[src/rtl/ula_nbits_seq.sv]
// ula_nbits_seq: registered, handshaked WIDTH-bit ALU (add, sub, signed LE, EQ, optional MUL).
// Define ULA_MUL_EN to build the shift-add multiplier; otherwise op 100 is reported as illegal.
module ula_nbits_seq #(
    parameter int WIDTH = 8
) (
    input  logic             clk_i,
    input  logic             rst_n_i,
    input  logic             start_i,
    input  logic [2:0]       op_i,
    input  logic [WIDTH-1:0] a_i,
    input  logic [WIDTH-1:0] b_i,
    output logic             busy_o,
    output logic             done_o,
    output logic [WIDTH-1:0] result_o,
    output logic             carry_o,
    output logic             ovf_o,
    output logic             zero_o,
    output logic             igual_o,
    output logic             err_o
);
`ifdef ULA_MUL_EN
    typedef enum logic [1:0] {IDLE, EXEC, MULT, DONE} state_t;
    localparam int CW = $clog2(WIDTH);
    logic [2*WIDTH-1:0] p_q;
    logic [CW-1:0]      cnt_q;
    logic [WIDTH:0]     madd;
`else
    typedef enum logic [1:0] {IDLE, EXEC, DONE} state_t;
`endif
    state_t             state_q, state_d;
    logic [WIDTH-1:0]   a_q, b_q, res_d;
    logic [2:0]         op_q;
    logic [WIDTH:0]     sum;
    logic               sub, carry_d, ovf_d, err_d;
    logic               accept;

    assign accept = state_q == IDLE && start_i;

    always_comb begin
        state_d = state_q;
        case (state_q)
`ifdef ULA_MUL_EN
            IDLE: state_d = start_i ? (op_i == 3'b100 ? MULT : EXEC) : IDLE;
            MULT: state_d = cnt_q == CW'(WIDTH-1) ? EXEC : MULT;
`else
            IDLE: state_d = start_i ? EXEC : IDLE;
`endif
            EXEC: state_d = DONE;
            default: state_d = IDLE;
        endcase
    end

`ifdef ULA_MUL_EN
    assign busy_o = state_q == EXEC || state_q == MULT;
`else
    assign busy_o = state_q == EXEC;
`endif
    assign done_o = state_q == DONE;

    // SUB reuses the adder as a + ~b + 1; ovf compares sign(a) with the effective sign of b
    always_comb begin
        sub     = op_q == 3'b001;
        sum     = {1'b0, a_q} + {1'b0, sub ? ~b_q : b_q} + (WIDTH+1)'(sub);
        res_d   = '0;
        carry_d = 1'b0;
        ovf_d   = 1'b0;
        err_d   = 1'b0;
        case (op_q)
            3'b000, 3'b001: begin
                res_d   = sum[WIDTH-1:0];
                carry_d = sum[WIDTH];
                ovf_d   = (a_q[WIDTH-1] == (b_q[WIDTH-1] ^ sub)) && (sum[WIDTH-1] != a_q[WIDTH-1]);
            end
            3'b010: res_d = WIDTH'($signed(a_q) <= $signed(b_q));
            3'b011: res_d = WIDTH'(a_q == b_q);
`ifdef ULA_MUL_EN
            3'b100: begin
                res_d   = p_q[WIDTH-1:0];
                carry_d = |p_q[2*WIDTH-1:WIDTH];
                ovf_d   = |p_q[2*WIDTH-1:WIDTH];
            end
`endif
            default: err_d = 1'b1;
        endcase
    end

    always_ff @(posedge clk_i or negedge rst_n_i) begin
        if (!rst_n_i) begin
            state_q  <= IDLE;
            a_q      <= '0;
            b_q      <= '0;
            op_q     <= '0;
            result_o <= '0;
            carry_o  <= 1'b0;
            ovf_o    <= 1'b0;
            zero_o   <= 1'b0;
            igual_o  <= 1'b0;
            err_o    <= 1'b0;
        end else begin
            state_q <= state_d;
            if (accept) begin
                a_q  <= a_i;
                b_q  <= b_i;
                op_q <= op_i;
            end
            if (state_q == EXEC) begin
                result_o <= res_d;
                carry_o  <= carry_d;
                ovf_o    <= ovf_d;
                zero_o   <= res_d == '0;
                igual_o  <= a_q == b_q;
                err_o    <= err_d;
            end
        end
    end

`ifdef ULA_MUL_EN
    // Multiplier sits in the low half and shifts out LSB-first while partial sums enter the high half
    assign madd = {1'b0, p_q[2*WIDTH-1:WIDTH]} + {1'b0, p_q[0] ? a_q : '0};

    always_ff @(posedge clk_i or negedge rst_n_i) begin
        if (!rst_n_i) begin
            p_q   <= '0;
            cnt_q <= '0;
        end else if (accept) begin
            p_q   <= {{WIDTH{1'b0}}, b_i};
            cnt_q <= '0;
        end else if (state_q == MULT) begin
            p_q   <= {madd, p_q[WIDTH-1:1]};
            cnt_q <= cnt_q + CW'(1);
        end
    end
`endif
endmodule
[config.mk]
export PLATFORM = sky130hd
export DESIGN_NAME = ula_nbits_seq
export DESIGN_NICKNAME = d
export VERILOG_FILES = /design/src/rtl/ula_nbits_seq.sv
export SDC_FILE = /design/constraint.sdc
export NUM_CORES = 1
export LEC_CHECK = 0
export ABC_CLOCK_PERIOD_IN_PS = 3800
export CAP_MARGIN = 10
export CORE_UTILIZATION = 52
export CTS_CLUSTER_DIAMETER = 80
export DETAILED_ROUTE_END_ITERATION = 10
export PLACE_DENSITY = 0.8
export SYNTH_ARGS = -nofsm -noshare
export SYNTH_HDL_FRONTEND = slang
export SYNTH_SLANG_ARGS = --single-unit
[constraint.sdc]
create_clock -name clk_i -period 3.8 [get_ports clk_i]
set_input_delay 0.57 -clock clk_i [delete_from_list [all_inputs] [get_ports clk_i]]
set_output_delay 0.57 -clock clk_i [all_outputs]
set_load 0.01 [all_outputs]
==> results of run 1 <==
-- layout by cell type (no fill, tap or decap), drive strengths merged, types with 5 or more instances in the layout --
master,count
clkbuf,8
o21ai,18
inv,14
nand2,34
mux2,10
a21oi,9
o31ai,5
ha,15
clkdlybuf4s50,36
dfrtp,34
xnor2,7
nor2,7
-- area by class of cell --
class                      instances  area, µm²  share of cell area (%)
clock buffer                       8        110                    4.43
multi-input combinational        147       1030                    41.5
inverter                          14       52.6                    2.11
timing repair buffer              39        383                    15.4
tap                               46       57.6                    2.32
sequential                        34        851                    34.2
-- worst paths after layout --
path                       startpoint      end  slack (ns)  cells past startpoint
setup / recovery              op_q[2]   zero_o        0.73                     11
hold / removal                igual_o  igual_o        0.46                      2
hold reg to reg               igual_o  igual_o        0.46                      2
min in group asynchronous     rst_n_i   a_q[0]        0.71                      2
setup reg to reg              op_q[2]   zero_o        0.73                     11
max in group asynchronous     rst_n_i  op_q[0]        2.79                      2
-- sequential cells by signal, summed over array words and instances, names as in the netlist --
signal	flops
a_q	8
b_q	8
result_o	8
op_q	3
state_q	2
carry_o	1
err_o	1
igual_o	1
ovf_o	1
zero_o	1
-- kinds of logic (layout without fill, tap and decap cells) --
group,Yosys count,count (layout),share of synthesized area [%]
simple gates,60,60,14.6
flops,34,34,43.5
buf+inv,20,61,3.91
xor+xnor,11,11,4.93
fa+ha+maj,16,16,10.6
mux,11,11,6.27
compound gates,49,49,16.1
-- critical path: stages, from the launching register on --
cell and delay (ns):
dfrtp_1 0.46, nor2_1 0.30, nand2_1 0.33, xnor2_1 0.29, inv_1 0.08, fa_1 0.44
nor2b_1 0.17, o22ai_1 0.11, xor2_1 0.23, o211ai_1 0.12, a211o_1 0.26, o31ai_2 0.19
-- report_power, final --
group / leakage, µW / total, µW / internal (µW) / switching (µW)
combinational: 0.000642 / 861 / 422 / 438
clock: 0.0000575 / 307 / 183 / 125
sequential: 0.000426 / 550 / 467 / 83.1
total: 0.00113 / 1720 / 1070 / 646
-- per-stage QoR --
stage / setup slack (ns) / cells
floorplan: 1.14 / 201
global placement: 0.897 / 280
detailed placement: 0.804 / 280
CTS: 0.735 / 288
global route: 0.503 / 288
finish: 0.729 / 288
-- metal layers --
metal	track usage, %	routed length (µm)	vias up
met3	4.89	134	6
met5	0	0	-
met2	35.2	1780	45
met1	28.9	1840	721
li1	-	-	779
met4	11.9	85	0
==> flow_metrics.tcl, run 1 <==
set metrics [dict create \
    synth-seq-cells 34 \
    cts_tree "done" \
    initial_core_util_pct 56.3 \
    areaGrowthSynthToFinish_pct 27.2 \
    nFillCells 290 \
    slew_viol_final 0 \
    vias 1551 \
    yosysTopAreaCellShare_pct 43.5 \
    drt-initial-drc-count 102 \
    drt-wirelength-per-cell_um 13.3 \
    yosysTopAreaCell "dfrtp_1" \
    clock_sinks 34 \
    p_per_area_nw_per_um2 691 \
    drcViolationCount 0 \
    dieWidth_um 63.3 \
    end_kind "flop" \
    power.leakage_uw 0.00113 \
    fin_area_um2 2490 \
    synth_cells 201 \
    std_cell_rows 21 \
    setup_violations 0 \
    die_area_um2 4010 \
    ys_warn_count 0 \
    slew_headroom_pct 69.3 \
    ctsHoldBuffers 0 \
    hold_viol 0 \
    htreeDepth 2 \
    synth_seq_area_share_pct 43.5 \
    path_max_fanout 8 \
    clock_latency_ns 0.29 \
    wl_um 3840 \
    ant_nets 0 \
    period_minus_slack_ns 3.07 \
    port_buffers 36 \
    arrival_ns 3.27 \
    grt_overflow 0 \
    grt_max_degree 35 \
    min_path_type "reg -> reg" \
    fmax_mhz 326 \
    synth.avg_cell_area_um2 9.72 \
    clockBufferDepth 2 \
    synth-edff-count 0 \
    globalplace.congestion 0.890 \
    drive_above_1_share_pct 7.44 \
    clockRootBuffer "clkbuf_8" \
    max-cap-violations 0 \
    die_h_um 63.3 \
    clkSlewWorstSetupHoldPaths_ns 0.07 \
    grt_use_total_pct 22.4 \
    grt_pass1_wl_um 6760 \
    synthFlopType "dfrtp_1" \
    rsz0062_at_grt "false" \
    finalSetupTns_ns 0 \
    hpwl_um 2900 \
    synth_area_um2 1950 \
    num_io_pins 37 \
    antenna_found_initial 0 \
    core_um2 3470 \
    whs_ns 0.463 \
    p_total_uw 1720 \
    grt_pass1_vias 1469 \
    tightestPinTransition_ns 0.457 \
    antenna-diode-count 0 \
    cp-start-kind "flop" \
    ir_worst_vdd_mv 0.420 \
    cts_buffers 5 \
    drtPass1Iterations 4 \
    synthTopCellsByCount "dfrtp_1, nand2_1, o21ai_1" \
    postCtsSetupBuffers 0 \
    ys_top_cells_by_area "dfrtp_1, ha_1, nand2_1" \
    yosysUniqueCellTypes 39 \
    status "finished clean" \
    worstSetupPathType "reg -> reg" \
    synth_nets 239 \
    viasPerCell 5.39 \
    finalCritPeriodShare_pct 80.8 \
    worstPathRequired_ns 4.00 \
    skew_ns 0.00483 \
    placed_area_um2 2380 \
    cts_resized 0 \
    final_nets 279 \
    final_util_pct 71.7 \
    async_reset_ff_share_pct 100 \
]
Note: power is estimated with default switching activity, not from simulation.
==> run 2: changes to the inputs <==
--- a/config.mk
+++ b/config.mk
@@ -5,7 +5,7 @@
 export SDC_FILE = /design/constraint.sdc
 export NUM_CORES = 1
 export LEC_CHECK = 0
-export ABC_CLOCK_PERIOD_IN_PS = 3800
+export ABC_CLOCK_PERIOD_IN_PS = 3100
 export CAP_MARGIN = 10
 export CORE_UTILIZATION = 52
 export CTS_CLUSTER_DIAMETER = 80
==> constraint.sdc (replaced) <==
create_clock -name clk_i -period 3.1 [get_ports clk_i]
set_input_delay 0.465 -clock clk_i [delete_from_list [all_inputs] [get_ports clk_i]]
set_output_delay 0.465 -clock clk_i [all_outputs]
set_load 0.01 [all_outputs]
==> run 2 against run 1 <==
Net effect: sequential share of layout area grew 0.10 points; sequential power grew 23%; clock skew grew 0.0022 ns; cell area shrank 0.30%; non-clock buffer count grew 1; total power grew 20%; sequential cell count is the same; clock power grew 11%; utilization shrank 0.22 points; clock-buffer cell count shrank 2; fmax grew 9.7%; critical endpoint is now result_o[7]; largest cell class unchanged; largest power group unchanged.
==> flow_metrics.tcl, run 2 (same netlist as run 1, synthesis figures left out) <==
set metrics [dict create \
    status "finished clean" \
    fmax_mhz 357 \
    period_minus_slack_ns 2.80 \
    seq_area_um2 851 \
    reg2regPathDepth 10 \
    dieWidth_um 63.3 \
    clock_latency_ns 0.29 \
    worstPathRequired_ns 3.28 \
    power.leakage_uw 0.00112 \
    viasPerCell 5.38 \
    die_h_um 63.3 \
    finalCritPeriodShare_pct 90.3 \
    setup_violations 0 \
    layout.cells.non_filler 289 \
    clockBufferDepth 2 \
    drive_above_1_share_pct 7.82 \
    layout_commonest_cell "clkdlybuf4s50_1" \
    ir_worst_vdd_mv 0.408 \
    grt_use_total_pct 23.2 \
    drt-wirelength-per-cell_um 13.1 \
    core_um2 3470 \
    reg2reg_slack_ns 0.30 \
    path_max_fanout 6 \
    grt_max_degree 35 \
    antenna_found_initial 0 \
    cts_buffers 5 \
    ctsHoldBuffers 0 \
    r2r_end "result_o[7]" \
    num_io_pins 37 \
    finalSetupTns_ns 0 \
    clkSlewWorstSetupHoldPaths_ns 0.07 \
    rsz0062_at_grt "false" \
    die_area_um2 4010 \
    end_kind "flop" \
    worstSetupPathType "reg -> reg" \
    min_path_type "reg -> reg" \
    areaGrowthSynthToFinish_pct 26.8 \
    grt_pass1_vias 1585 \
    htreeDepth 2 \
    max-cap-violations 0 \
    std_cell_rows 21 \
    drtPass1Iterations 4 \
    postCtsSetupBuffers 0 \
    p_per_area_nw_per_um2 835 \
    initial_core_util_pct 56.3 \
    reg.largest.list "a_q x8, b_q x8, result_o x8" \
    layout_common_cells "clkdlybuf4s50_1, nand2_1, dfrtp_1, o21ai_1, ha_1" \
    grt_pass1_wl_um 7110 \
    skew_ns 0.00706 \
    slew_headroom_pct 67.6 \
    grt_overflow 0 \
    port_buffers 36 \
    ant_nets 0 \
    nFillCells 286 \
    clockRootBuffer "clkbuf_8" \
    cp-start-kind "flop" \
    cts_tree "done" \
    place_inst 281 \
    tightestPinTransition_ns 0.482 \
    r2r_start "op_q[2]" \
    drcViolationCount 0 \
    drt-initial-drc-count 85 \
    globalplace.congestion 0.897 \
    endpoint "result_o[7]" \
    hold_viol 0 \
    final_util_pct 71.5 \
    antenna-diode-count 0 \
    arrival_ns 2.98 \
    crit_path_start "op_q[2]" \
    vias 1556 \
    final_nets 280 \
    cts_resized 0 \
    hpwl_um 2970 \
    slew_viol_final 0 \
    clock_sinks 34 \
    wl_um 3800 \
    multi_input_comb_area_um2 1030 \
]
==> run 2: changes by cell type in the layout (fill, tap and decap cells not counted), sizes merged <==
cell      change
clkbuf        -2
clkinvlp      +1
buf           +1
clkinv        +1
==> run 2: metrics by stage <==
stage / hold WS (ns) / power, µW / worst slack (ns) / area, µm²
6_report: 0.468 / 2070 / 0.302 / 2480
5_1_grt: 0.489 / 2250 / 0.0975 / 2480
4_1_cts: 0.471 / 2080 / 0.335 / 2480
3_5_place_dp: 0.456 / 1730 / 0.343 / 2380
3_3_place_gp: 0.448 / 1710 / 0.384 / 2380
2_1_floorplan: 0.169 / 1390 / 0.439 / 1950
==> run 2: how the worst min path moves through the flow <==
stage | start | to | depth (start not counted)
after global routing | igual_o | igual_o | 2
after detailed placement | igual_o | igual_o | 2
after CTS | igual_o | igual_o | 2
after floorplan | rst_n_i | a_q[0] | 0
final | igual_o | igual_o | 2
after global placement | igual_o | igual_o | 2
==> run 2: worst max-delay path: stages, from the launching register on <==
cell      delay [ns]
dfrtp_1         0.43
nor2_1          0.29
nand2_1         0.19
xnor2_1         0.18
ha_1            0.34
nor4bb_2        0.33
a221oi_2        0.12
a21oi_1         0.27
o21ai_1         0.08
nor3b_2         0.17
mux2_2          0.27
==> run 2: final cells by class <==
type                    instances  area share [%]
clock buffers                   6            3.33
multi-input cells             147            41.6
repair buffers                 40            15.7
inverters                      14            2.12
well taps                      46            2.32
flip-flops and latches         34            34.3
clock inverters                 2           0.505
==> run 2: layer usage <==
metal | GRT usage, % | vias up | wire, µm
li1 | - | 780 | -
met1 | 29.7 | 724 | 1800
met2 | 36.4 | 42 | 1730
met3 | 5.80 | 10 | 179
met4 | 11.4 | 0 | 87
met5 | 0 | - | 0
==> run 2: power breakdown <==
part           switching [µW]  internal [µW]
clock network             162            178
logic                     534            520
registers                 102            572
==> run 3: changes to the inputs <==
==> config.mk (replaced) <==
export PLATFORM = sky130hd
export DESIGN_NAME = ula_nbits_seq
export DESIGN_NICKNAME = d
export VERILOG_FILES = /design/src/rtl/ula_nbits_seq.sv
export SDC_FILE = /design/constraint.sdc
export NUM_CORES = 1
export LEC_CHECK = 0
export ABC_CLOCK_PERIOD_IN_PS = 2300
export CAP_MARGIN = 10
export CORE_UTILIZATION = 47
export CTS_CLUSTER_DIAMETER = 80
export DETAILED_ROUTE_END_ITERATION = 10
export PLACE_DENSITY = 0.76
export SYNTH_ARGS = -nofsm -noshare
export SYNTH_HDL_FRONTEND = slang
export SYNTH_SLANG_ARGS = --single-unit
==> constraint.sdc (replaced) <==
create_clock -name clk_i -period 2.3 [get_ports clk_i]
set_input_delay 0.345 -clock clk_i [delete_from_list [all_inputs] [get_ports clk_i]]
set_output_delay 0.345 -clock clk_i [all_outputs]
set_load 0.01 [all_outputs]
==> run 3 against run 2 <==
Net effect: the flow now finishes with violations (setup timing); clock skew is essentially flat; setup slack got worse by 0.44 ns; utilization shrank 3.3 points; sequential power up 35%; critical endpoint is now zero_o; largest power group unchanged.
==> flow_metrics.tcl, run 3 (same netlist as run 1, synthesis figures left out) <==
set metrics [dict create \
    p_per_area_nw_per_um2 1240 \
    finalSetupTns_ns -0.318 \
    areaGrowthSynthToFinish_pct 39.5 \
    drcViolationCount 0 \
    hold_viol 0 \
    antenna_found_initial 0 \
    vias 1599 \
    wl_um 4090 \
    core_um2 4000 \
    grt_pass1_vias 1477 \
    clockBufferDepth 2 \
    grt_pass1_wl_um 6640 \
    num_io_pins 37 \
    final_nets 294 \
    dieWidth_um 66.5 \
    multi_input_comb_area_um2 1120 \
    drtPass1Iterations 5 \
    die_h_um 66.5 \
    tightestPinTransition_ns 0.434 \
    violations "setup timing" \
    fin_area_um2 2730 \
    ir_worst_vdd_mv 0.617 \
    min_path_type "in -> async" \
    end_kind "flop" \
    port_buffers 36 \
    fin_ws_ns -0.143 \
    cts_tree "done" \
    power.leakage_uw 0.00124 \
    drt-wirelength-per-cell_um 13.3 \
    slew_headroom_pct 70.9 \
    rsz0062_at_grt "true" \
    die_area_um2 4420 \
    clockRootBuffer "clkbuf_8" \
    reg2reg_slack_ns -0.14 \
    grt_overflow 0 \
    htreeDepth 2 \
    finalCritPeriodShare_pct 106 \
    nFillCells 312 \
    cp-start-kind "flop" \
    antenna-diode-count 0 \
    std_cell_rows 23 \
    fmax_mhz 409 \
    viasPerCell 5.21 \
    globalplace.congestion 0.839 \
    path_max_fanout 5 \
    drt-initial-drc-count 37 \
    max-cap-violations 0 \
    slew_viol_final 0 \
    drive_above_1_share_pct 18.3 \
    place_inst 297 \
    placed_area_um2 2500 \
    layout.cells.non_filler 307 \
    grt_max_degree 35 \
    status "finished, violations left" \
    grt_use_total_pct 20.1 \
    hpwl_um 3020 \
    setup_violations 3 \
    p_total_uw 3370 \
    skew_ns 0.00694 \
    clock_sinks 34 \
    arrival_ns 2.65 \
    seq_area_um2 853 \
    layout_common_cells "clkdlybuf4s50_1, nand2_1, dfrtp_1, buf_4, o21ai_1" \
    cts_buffers 5 \
    clock_latency_ns 0.29 \
    worstSetupPathType "reg -> reg" \
    clkSlewWorstSetupHoldPaths_ns 0.07 \
    worstPathRequired_ns 2.50 \
    reg.largest.list "a_q x8, b_q x8, result_o x8" \
    initial_core_util_pct 48.9 \
    period_minus_slack_ns 2.44 \
    ant_nets 0 \
    layout_commonest_cell "clkdlybuf4s50_1" \
]
==> run 3: changes by cell type in the layout (fill, tap and decap cells not counted), sizes merged <==
| cell | previous run | this run |
|---|---|---|
| buf | 4 | 18 |
| clkinvlp | 1 | 0 |
| bufinv | 0 | 2 |
| clkbuf | 6 | 5 |
==> run 3: critical path: stages, from the launching register on <==
cell and delay [ns]:
dfrtp_2 0.43, nor2_4 0.14, nand2_4 0.10, xnor2_1 0.14, ha_1 0.33, nor4bb_4 0.17
a221oi_2 0.33, o21ai_1 0.11, xor2_1 0.17, a211o_1 0.27, o31ai_2 0.16
==> run 3: area by class of cell <==
cell class                 count  share of cell area [%]
clock buffer                   5                    2.52
clock inverter                 3                    2.52
inverter                      14                    1.93
multi-input combinational    147                    41.1
sequential                    34                    31.3
tap                           50                    2.29
timing repair buffer          54                    18.3
==> run 3: timing repair <==
action / CTS / global route
gates resized for setup: 3 / 10
buffers inserted: 1 / 1
setup endpoints to repair: 4 / 6
hold buffers: 0 / 0
pin swaps: 2 / 13
==> run 3: path summary, 6_finish.rpt <==
path / startpoint / to / cells after the start
setup / recovery: op_q[2] / zero_o / 10
setup reg to reg: op_q[2] / zero_o / 10
hold reg to reg: result_o[0] / result_o[0] / 2
max in group asynchronous: rst_n_i / op_q[2] / 2
min in group clk_i: result_o[0] / result_o[0] / 2
hold / removal: rst_n_i / result_o[6] / 2
==> run 3: power breakdown <==
| part | leakage, µW | total (µW) | internal (µW) | switching, µW |
|---|---|---|---|---|
| registers | 0.000424 | 910 | 772 | 138 |
| clock network | 0.0000683 | 659 | 434 | 225 |
| logic | 0.000750 | 1800 | 968 | 830 |
| total | 0.00124 | 3370 | 2170 | 1190 |
==> run 3: stage by stage <==
| stage | hold slack (ns) | utilization (%) | setup WS, ns |
|---|---|---|---|
| 2_1_floorplan | 0.0494 | - | -0.0878 |
| 3_3_place_gp | 0.454 | 62.6 | -0.0504 |
| 3_5_place_dp | 0.468 | 62.6 | -0.129 |
| 4_1_cts | 0.468 | 66.6 | -0.0979 |
| 5_1_grt | 0.489 | 68.2 | -0.274 |
| 6_report | 0.457 | 68.2 | -0.143 |
==> run 3: layer usage <==
metal | vias to the layer above | share of wire, % | GRT usage (%)
li1 | 805 | - | -
met1 | 751 | 45 | 25.8
met2 | 37 | 51 | 33.9
met3 | 6 | 3.4 | 4.62
met4 | 0 | 1.2 | 5.59
met5 | - | 0 | 0
